### src/rtl/fpu_apu_req_arbiter.sv
// Per-APU round-robin request arbiter with a one-entry registered output slot.
// Collects decoder requests from all masters and forwards one per cycle to the APU.
module fpu_apu_req_arbiter #(
    parameter int NB_CORES      = 4,
    parameter int ID_WIDTH      = 8,
    parameter int PAYLOAD_WIDTH = 32
) (
    input  logic                              clk,
    input  logic                              rst_n,
    input  logic [NB_CORES-1:0]               data_req_i,
    input  logic [NB_CORES*ID_WIDTH-1:0]      data_ID_i,
    input  logic [NB_CORES*PAYLOAD_WIDTH-1:0] data_payload_i,
    output logic [NB_CORES-1:0]               data_gnt_o,
    output logic                              apu_req_o,
    output logic [ID_WIDTH-1:0]               apu_ID_o,
    output logic [PAYLOAD_WIDTH-1:0]          apu_payload_o,
    input  logic                              apu_gnt_i
);

    localparam int PTR_W = (NB_CORES > 1) ? $clog2(NB_CORES) : 1;

    logic                     valid_q;
    logic [ID_WIDTH-1:0]      id_q;
    logic [PAYLOAD_WIDTH-1:0] payload_q;

    logic                     slot_free;
    logic                     any_req;
    logic                     mst_hs;
    logic [PTR_W-1:0]         winner;
    logic [ID_WIDTH-1:0]      win_id;
    logic [PAYLOAD_WIDTH-1:0] win_payload;

    // The slot accepts a new request when empty or being drained this cycle.
    // Holding reset also blocks grants so no master believes it was served.
    assign slot_free = rst_n & (~valid_q | apu_gnt_i);
    assign any_req   = |data_req_i;
    assign mst_hs    = any_req & slot_free;

    generate
        if (NB_CORES == 1) begin : g_single
            assign winner     = '0;
            assign data_gnt_o = data_req_i & slot_free;
        end else begin : g_rr
            logic [PTR_W-1:0] rr_ptr_q;
            logic [PTR_W-1:0] rr_ptr_d;
            logic [PTR_W:0]   scan_idx;
            logic             found;

            // Scan upward from the pointer, wrapping, and keep the first requester.
            always_comb begin
                winner   = '0;
                found    = 1'b0;
                scan_idx = '0;
                for (int i = 0; i < NB_CORES; i++) begin
                    scan_idx = {1'b0, rr_ptr_q} + (PTR_W+1)'(i);
                    if (scan_idx >= (PTR_W+1)'(NB_CORES))
                        scan_idx = scan_idx - (PTR_W+1)'(NB_CORES);
                    if (!found && data_req_i[scan_idx[PTR_W-1:0]]) begin
                        found  = 1'b1;
                        winner = scan_idx[PTR_W-1:0];
                    end
                end
            end

            // Only the winner sees a grant, and only when the slot can take it.
            always_comb begin
                data_gnt_o = '0;
                if (any_req)
                    data_gnt_o[winner] = slot_free;
            end

            // Next pointer sits just past the winner, wrapping at NB_CORES-1.
            assign rr_ptr_d = (winner == PTR_W'(NB_CORES - 1)) ?
                              '0 : winner + PTR_W'(1);

            // Pointer advances only on a master handshake.
            always_ff @(posedge clk or negedge rst_n) begin
                if (!rst_n)
                    rr_ptr_q <= '0;
                else if (mst_hs)
                    rr_ptr_q <= rr_ptr_d;
            end
        end
    endgenerate

    assign win_id      = data_ID_i[int'(winner)*ID_WIDTH +: ID_WIDTH];
    assign win_payload = data_payload_i[int'(winner)*PAYLOAD_WIDTH +: PAYLOAD_WIDTH];

    // Output slot: capture on master handshake, clear valid on a pure drain.
    always_ff @(posedge clk or negedge rst_n) begin
        if (!rst_n) begin
            valid_q   <= 1'b0;
            id_q      <= '0;
            payload_q <= '0;
        end else if (mst_hs) begin
            valid_q   <= 1'b1;
            id_q      <= win_id;
            payload_q <= win_payload;
        end else if (apu_gnt_i) begin
            valid_q   <= 1'b0;
        end
    end

    assign apu_req_o     = valid_q;
    assign apu_ID_o      = id_q;
    assign apu_payload_o = payload_q;

endmodule

### config.mk
export PLATFORM = sky130hd
export DESIGN_NAME = fpu_apu_req_arbiter
export DESIGN_NICKNAME = d
export VERILOG_FILES = /design/src/rtl/fpu_apu_req_arbiter.sv
export SDC_FILE = /design/constraint.sdc
export NUM_CORES = 1
export LEC_CHECK = 0
export ABC_AREA = 1
export CORE_ASPECT_RATIO = 1.2
export CORE_MARGIN = 3
export CORE_UTILIZATION = 40
export DETAILED_ROUTE_END_ITERATION = 12
export PLACE_DENSITY = 0.92
export SYNTH_ARGS = -nofsm -noshare
export SYNTH_HDL_FRONTEND = slang
export SYNTH_SLANG_ARGS = --single-unit
### constraint.sdc
create_clock -name clk -period 2.3 [get_ports clk]
set_input_delay 0.345 -clock clk [delete_from_list [all_inputs] [get_ports clk]]
set_output_delay 0.345 -clock clk [all_outputs]
set_load 0.05 [all_outputs]
# ---- Word level (Yosys, flattened, before mapping)
# Index checks and enable logic that the tools add are counted.
dict set report word_totals {
  ff_bits 43
  out_inout_bits 45
  word_cells 64
}
dict set report op_classes {
  add_sub_neg 8
  order_cmp 10
  eq_ne 1
  shifts 2
  muxes 25
  n_bitwise 5
  n_reduce_logical 9
}
# op count
set op_table {}
lappend op_table {{128-bit by 8-bit indexed part select with 32-bit output} 1}
lappend op_table {{32-bit by 6-bit indexed part select with 8-bit output} 1}
lappend op_table {{2-bit 2-to-1 mux} 9}
lappend op_table {{2-bit by 3-bit < comparator with 1-bit output, second input constant} 5}
lappend op_table {{1-bit 2-to-1 mux} 10}
lappend op_table {{3-bit >= comparator, second input constant} 3}
lappend op_table {{1-bit binary-select mux with 2-bit select} 4}
lappend op_table {{2-bit by 1-bit subtractor with 2-bit output, second input constant} 4}
lappend op_table {{2-bit by 2-bit adder with 3-bit output, second input constant} 2}
lappend op_table {{4-bit bitwise AND} 1}
lappend op_table {{1-bit logical AND} 4}
lappend op_table {{4-bit 2-to-1 mux} 1}
lappend op_table {{4-bit OR reduction} 1}
lappend op_table {{2-bit by 1-bit adder with 3-bit output, second input constant} 1}
lappend op_table {{2-bit by 3-bit >= comparator with 1-bit output, second input constant} 1}
lappend op_table {{1-bit zero test} 3}
lappend op_table {{2-bit by 1-bit adder with 2-bit output, second input constant} 1}
lappend op_table {{1-bit bitwise AND} 2}
lappend op_table {{1-bit demux with 2-bit select} 1}
lappend op_table {{2-bit == test, second input constant} 1}
lappend op_table {{2-bit by 1-bit >= comparator with 1-bit output, second input constant} 1}
lappend op_table {{2-bit nonzero test} 1}
lappend op_table {{1-bit NOT} 1}
lappend op_table {{1-bit OR} 1}

# ---- Logic depth before layout (Yosys ltp)
dict set report logic_depth {
  ltp_word 20
  depth_mapped 17
  mapped_depth_nobuf 15
}

# ---- Least setup slack after synthesis
# Ideal clock, no wire load.
dict set report synth_timing {
  path_kind {register to output}
  from {register g_rr.rr_ptr_q[0]}
  to {output port data_gnt_o[1]}
  arrival_ns 2.601
  t_required_ns 1.955
  path_slack_ns -0.646
  path_stages_with_launch 15
  n_path_buf 3
  cell_sequence {dfrtp_1 -> buf_6 -> inv_2 -> buf_6 -> nand2_1 -> nand2_1 -> nand2_1 -> nand2_2 -> nand2_1 -> nand2_1 -> nand3_2 -> nand2_4 -> buf_4 -> inv_1 -> nor3_1}
}
dict set report synth_between {
  elab_chain_len 20
}
# item line
set synth_lines {}
lappend synth_lines {{start: declaration} 44} ;# logic [PTR_W-1:0] rr_ptr_q;
lappend synth_lines {{start signal: assignment} 81} ;# rr_ptr_q <= rr_ptr_d;
lappend synth_lines {{parallel branches: the longest is 13 deep, another holds 2-bit by 1-bit adder with 3-bit output} --}
lappend synth_lines {{2-bit 2-to-1 mux (*)} 58} ;# if (!found && data_req_i[scan_idx[PTR_W-1:0]]) begin
lappend synth_lines {{2-bit by 3-bit < comparator with 1-bit output (not written as such) / 2-bit by 1-bit >= comparator with 1-bit output (equally long branches)} 69} ;# data_gnt_o[winner] = slot_free;
lappend synth_lines {{1-bit logical AND (not written as such)} 69}
lappend synth_lines {{1-bit 2-to-1 mux (not written as such)} 69}
lappend synth_lines {{1-bit demux with 2-bit select (*)} 69}
lappend synth_lines {{4-bit bitwise AND (no source line) (*)} --}
lappend synth_lines {{4-bit 2-to-1 mux (*)} 68} ;# if (any_req)
lappend synth_lines {{end: declaration} 13} ;# output logic [NB_CORES-1:0] data_gnt_o,
# Every way passes the cells marked *. The select of a mux whose other input is x is not followed.

# ---- Worst setup path in the final report
dict set report layout_timing {
  from {register g_rr.rr_ptr_q[0]}
  to {output port data_gnt_o[3]}
}
# Same word-level chain as after synthesis.

==> impl_metrics.yaml <==
status:
  outcome: "finished, violations left"
  violations: "negative setup slack"
synthesis:
  yosysSeqAreaShare: 0.270
  syn_inst: 724
  synth-warning-count: 0
  syn_area_sq_um: 3980
  synth_cell_types: 25
  synth_seq_cells: 43
  syn_nets: 892
  synth.avg_cell_area_sq_um: 5.50
pwr:
  peakVddDrop_uv: 1090
  p_comb_frac: 0.820
  leakagePower_uw: 0.00390
  p_switching_uw: 6240
  swShare: 0.538
  clkPwrFrac: 0.060
  cell_internal_pwr_uw: 5350
  powerDensity_nw_per_um2: 1670
  p_seq_frac: 0.119
floorplanning:
  die_area_sq_um: 11200
  die_x_um: 97.1
  die_h_um: 115
  core_sq_um: 9610
  start_util: 0.414
  ioPinCount: 212
  rows: 39
setup_path:
  r2r-end: "apu_payload_o[17]"
  cp_slowest_cell: "dfrtp_2"
  rr_startpoint: "g_rr.rr_ptr_q[0]"
  reg2regPathDepth: 17
  cp-end-kind: "output port"
  crit_chain: "buf_6 > nand2_2 > nand2_4 > nand2_4 > nand2_4 > nor2_4 > buf_4 > nand4_4 > nand2_4 > ha_4 > inv_2 > nor2_4 > buf_12"
  critPathRequiredTime_ns: 1.96
  cp.arrival_ns: 2.11
  crit_buf_inv: 4
  crit_path_start_kind: "flip-flop"
  critPathMaxFanout: 5
  reg2reg_slack_ns: 0.03
  path_delay_family: "simple AND/OR/NAND/NOR gates"
  crit_path_max_incr_delay_ns: 0.47
  cpMostUsedCell: "nand2_4"
  worstSetupPathType: "flip-flop to output port"
detailed_routing:
  remaining_drc_errors: 0
  vias: 5210
  antenna_left: 0
  routedWlPerCell_um: 14.0
  drt_iter0_markers: 287
  drt-pass1-iter-count: 5
  drt_wl_total_um: 15100
  viasPerCell: 4.86
cts:
  clock_sinks: 43
  clockRootBuffer: "clkbuf_16"
  cts_tree: "done"
  clock_path_buffers: 2
  clkTransAtPathRegs_ns: 0.06
  cts_buffers: 5
  ctsHtreeMaxLevel: 2
  insertion_delay_ns: 0.28
sta:
  fmaxAchievable_mhz: 407
  fin_skew_ns: 0.00533
  relSlewSlack: 0.509
  rsz0062_at_grt: "yes"
  hold_viol_final: 0
  fin_ws_ns: -0.158
  slew_viol_final: 0
  finalCritPeriodShare: 1.07
  period_needed_ns: 2.46
  setup_viol: 4
  worst_slew_pin_slew_ns: 0.730
cells_and_area:
  stdcell_count: 1073
  multiInputGateArea_sq_um: 2230
  fin_nets: 1118
  nFillCells: 783
  fin_area_sq_um: 6940
  drive_above_1_share: 0.111
  syn2layout_area_growth_pct: 74.2
  area.sequential_sq_um: 1080
  utilization: 0.722
  n_antenna_cell: 0
place:
  place_area_sq_um: 6430
  hpwl_um: 10600
  gp_congestion: 0.934
  place_inst: 1049
  numPortBuffers: 211
global_route:
  first_global_vias: 4898
  grt_max_degree: 44
  gr-total-overflow: 0
  grtUsageTotal: 0.242
  grt_pass1_wl_um: 22600
  antenna_found_initial: 0
min_path:
  hold_class: "input port to async pin"
flow_run:
  cap_violations: 0
==> through the flow <==
step	hold slack (ns)	power (uW)	TNS (ns)	setup WS [ns]
3_5_place_dp	0.464	9780	-3.20	-0.132
6_report	0.205	11600	-0.526	-0.158
3_3_place_gp	0.460	9610	-0.915	-0.102
5_1_grt	0.251	12500	-2.40	-0.233
2_1_floorplan	0.0494	7180	-0.00459	-0.00459
4_1_cts	0.227	10600	-0.256	-0.0849
==> routing by layer <==
layer | GRT usage | vias up | share of wire | routed length [um]
met5 | 0 | - | 0 | 0
met4 | 0.0702 | 0 | 0.028 | 418
met3 | 0.0358 | 35 | 0.069 | 1040
met2 | 0.453 | 241 | 0.52 | 7860
met1 | 0.287 | 2337 | 0.38 | 5750
li1 | - | 2597 | - | -
==> layout by cell type, fill, tap and decap left out, drive strengths merged <==
| master | synthesis | layout |
|---|---|---|
| nand3b | 1 | 1 |
| nand2 | 284 | 284 |
| nor3 | 1 | 1 |
| clkinvlp | 0 | 1 |
| dfrtp | 43 | 43 |
| nor4 | 1 | 1 |
| dlygate4sd2 | 0 | 2 |
| a31oi | 1 | 1 |
| clkinv | 1 | 2 |
| inv | 171 | 171 |
| clkdlybuf4s50 | 0 | 202 |
| nor2 | 8 | 8 |
| clkbuf | 13 | 9 |
| buf | 29 | 51 |
| ha | 1 | 1 |
| nand4 | 1 | 1 |
| nand3 | 166 | 166 |
| dlymetal6s2s | 0 | 2 |
| o21ai | 3 | 3 |
==> worst max path at each step <==
stage | start | to | slack, ns | cells after the start
after floorplan | g_rr.rr_ptr_q[0] | data_gnt_o[1] | -0.005 | 14
after global placement | data_req_i[0] | data_gnt_o[0] | -0.10 | 14
after detailed placement | data_req_i[1] | data_gnt_o[3] | -0.13 | 13
after CTS | data_req_i[3] | data_gnt_o[1] | -0.08 | 13
after global routing | g_rr.rr_ptr_q[0] | data_gnt_o[0] | -0.23 | 11
final | g_rr.rr_ptr_q[0] | data_gnt_o[3] | -0.16 | 13
==> final cells by class <==
cell class	instances	area share
clock buffer	6	0.0200
timing repair buffer	260	0.384
tap	123	0.0222
timing repair inverter	1	0.00108
multi-input combinational	467	0.322
sequential	43	0.155
clock inverter	1	0.000722
inverter	172	0.0945
==> power by group through the flow <==
stage          sequential (uW)  combinational (uW)  clock [uW]
6_report                  1380                9500         700
5_1_grt                   1430               10400         747
4_1_cts                   1360                8530         716
3_5_place_dp              1350                8420           0
3_3_place_gp              1340                8270           0
2_1_floorplan             2520                4660           0
==> cells in the mapped netlist <==
library cell | count | share of area
o21ai_1 | 1 | 0.0013
nand4_4 | 1 | 0.0053
a31oi_1 | 1 | 0.0016
nor2_1 | 5 | 0.0047
nand3_1 | 163 | 0.20
buf_4 | 8 | 0.015
nor2_2 | 2 | 0.0031
buf_1 | 3 | 0.0028
nor2_4 | 1 | 0.0028
nand2_4 | 1 | 0.0028
o21ai_0 | 2 | 0.0025
nand3b_1 | 1 | 0.0019
buf_2 | 16 | 0.020
inv_1 | 168 | 0.16
buf_6 | 2 | 0.0057
nor4_1 | 1 | 0.0016
clkbuf_1 | 13 | 0.012
nand3_2 | 3 | 0.0075
ha_1 | 1 | 0.0031
inv_2 | 3 | 0.0028
nor3_1 | 1 | 0.0013
nand2_1 | 282 | 0.27
clkinv_1 | 1 | 0.00094
dfrtp_1 | 43 | 0.27
nand2_2 | 1 | 0.0016
==> repair_timing <==
action                     4_1_cts  5_1_grt
pin swaps                        4       23
setup endpoints to repair        4       23
gates resized for setup         11       43
gates cloned                     0        5
hold endpoints to repair         0        0
buffers inserted                 1       12
hold buffers                     0        0
==> registers in the layout, summed over array words and instances (netlist names) <==
name and count:
apu_payload_o 32, g_rr.rr_ptr_q 2, apu_req_o 1, apu_ID_o 8
==> worst register-to-register path, stage by stage (launching register included) <==
cell and delay, ns:
dfrtp_2 0.47, buf_6 0.17, nand2_2 0.11, nand2_4 0.08
nand2_4 0.07, nand2_4 0.06, nor2_4 0.11, buf_4 0.12
nand4_4 0.09, nand2_4 0.12, buf_4 0.15, buf_8 0.15
clkbuf_16 0.17, nand2_1 0.05, nand3_1 0.08, nand2_1 0.06
nand2_1 0.05, nand2_1 0.05
==> logic make-up after synthesis <==
| family | Yosys count | share of synthesized area |
|---|---|---|
| AOI/OAI and AO/OA | 4 | 0.00534 |
| buffers and inverters | 214 | 0.218 |
| DFF | 43 | 0.270 |
| and+or+nand+nor | 462 | 0.503 |
| adders and majority gates | 1 | 0.00314 |
Note: power is estimated with default switching activity, not from simulation.
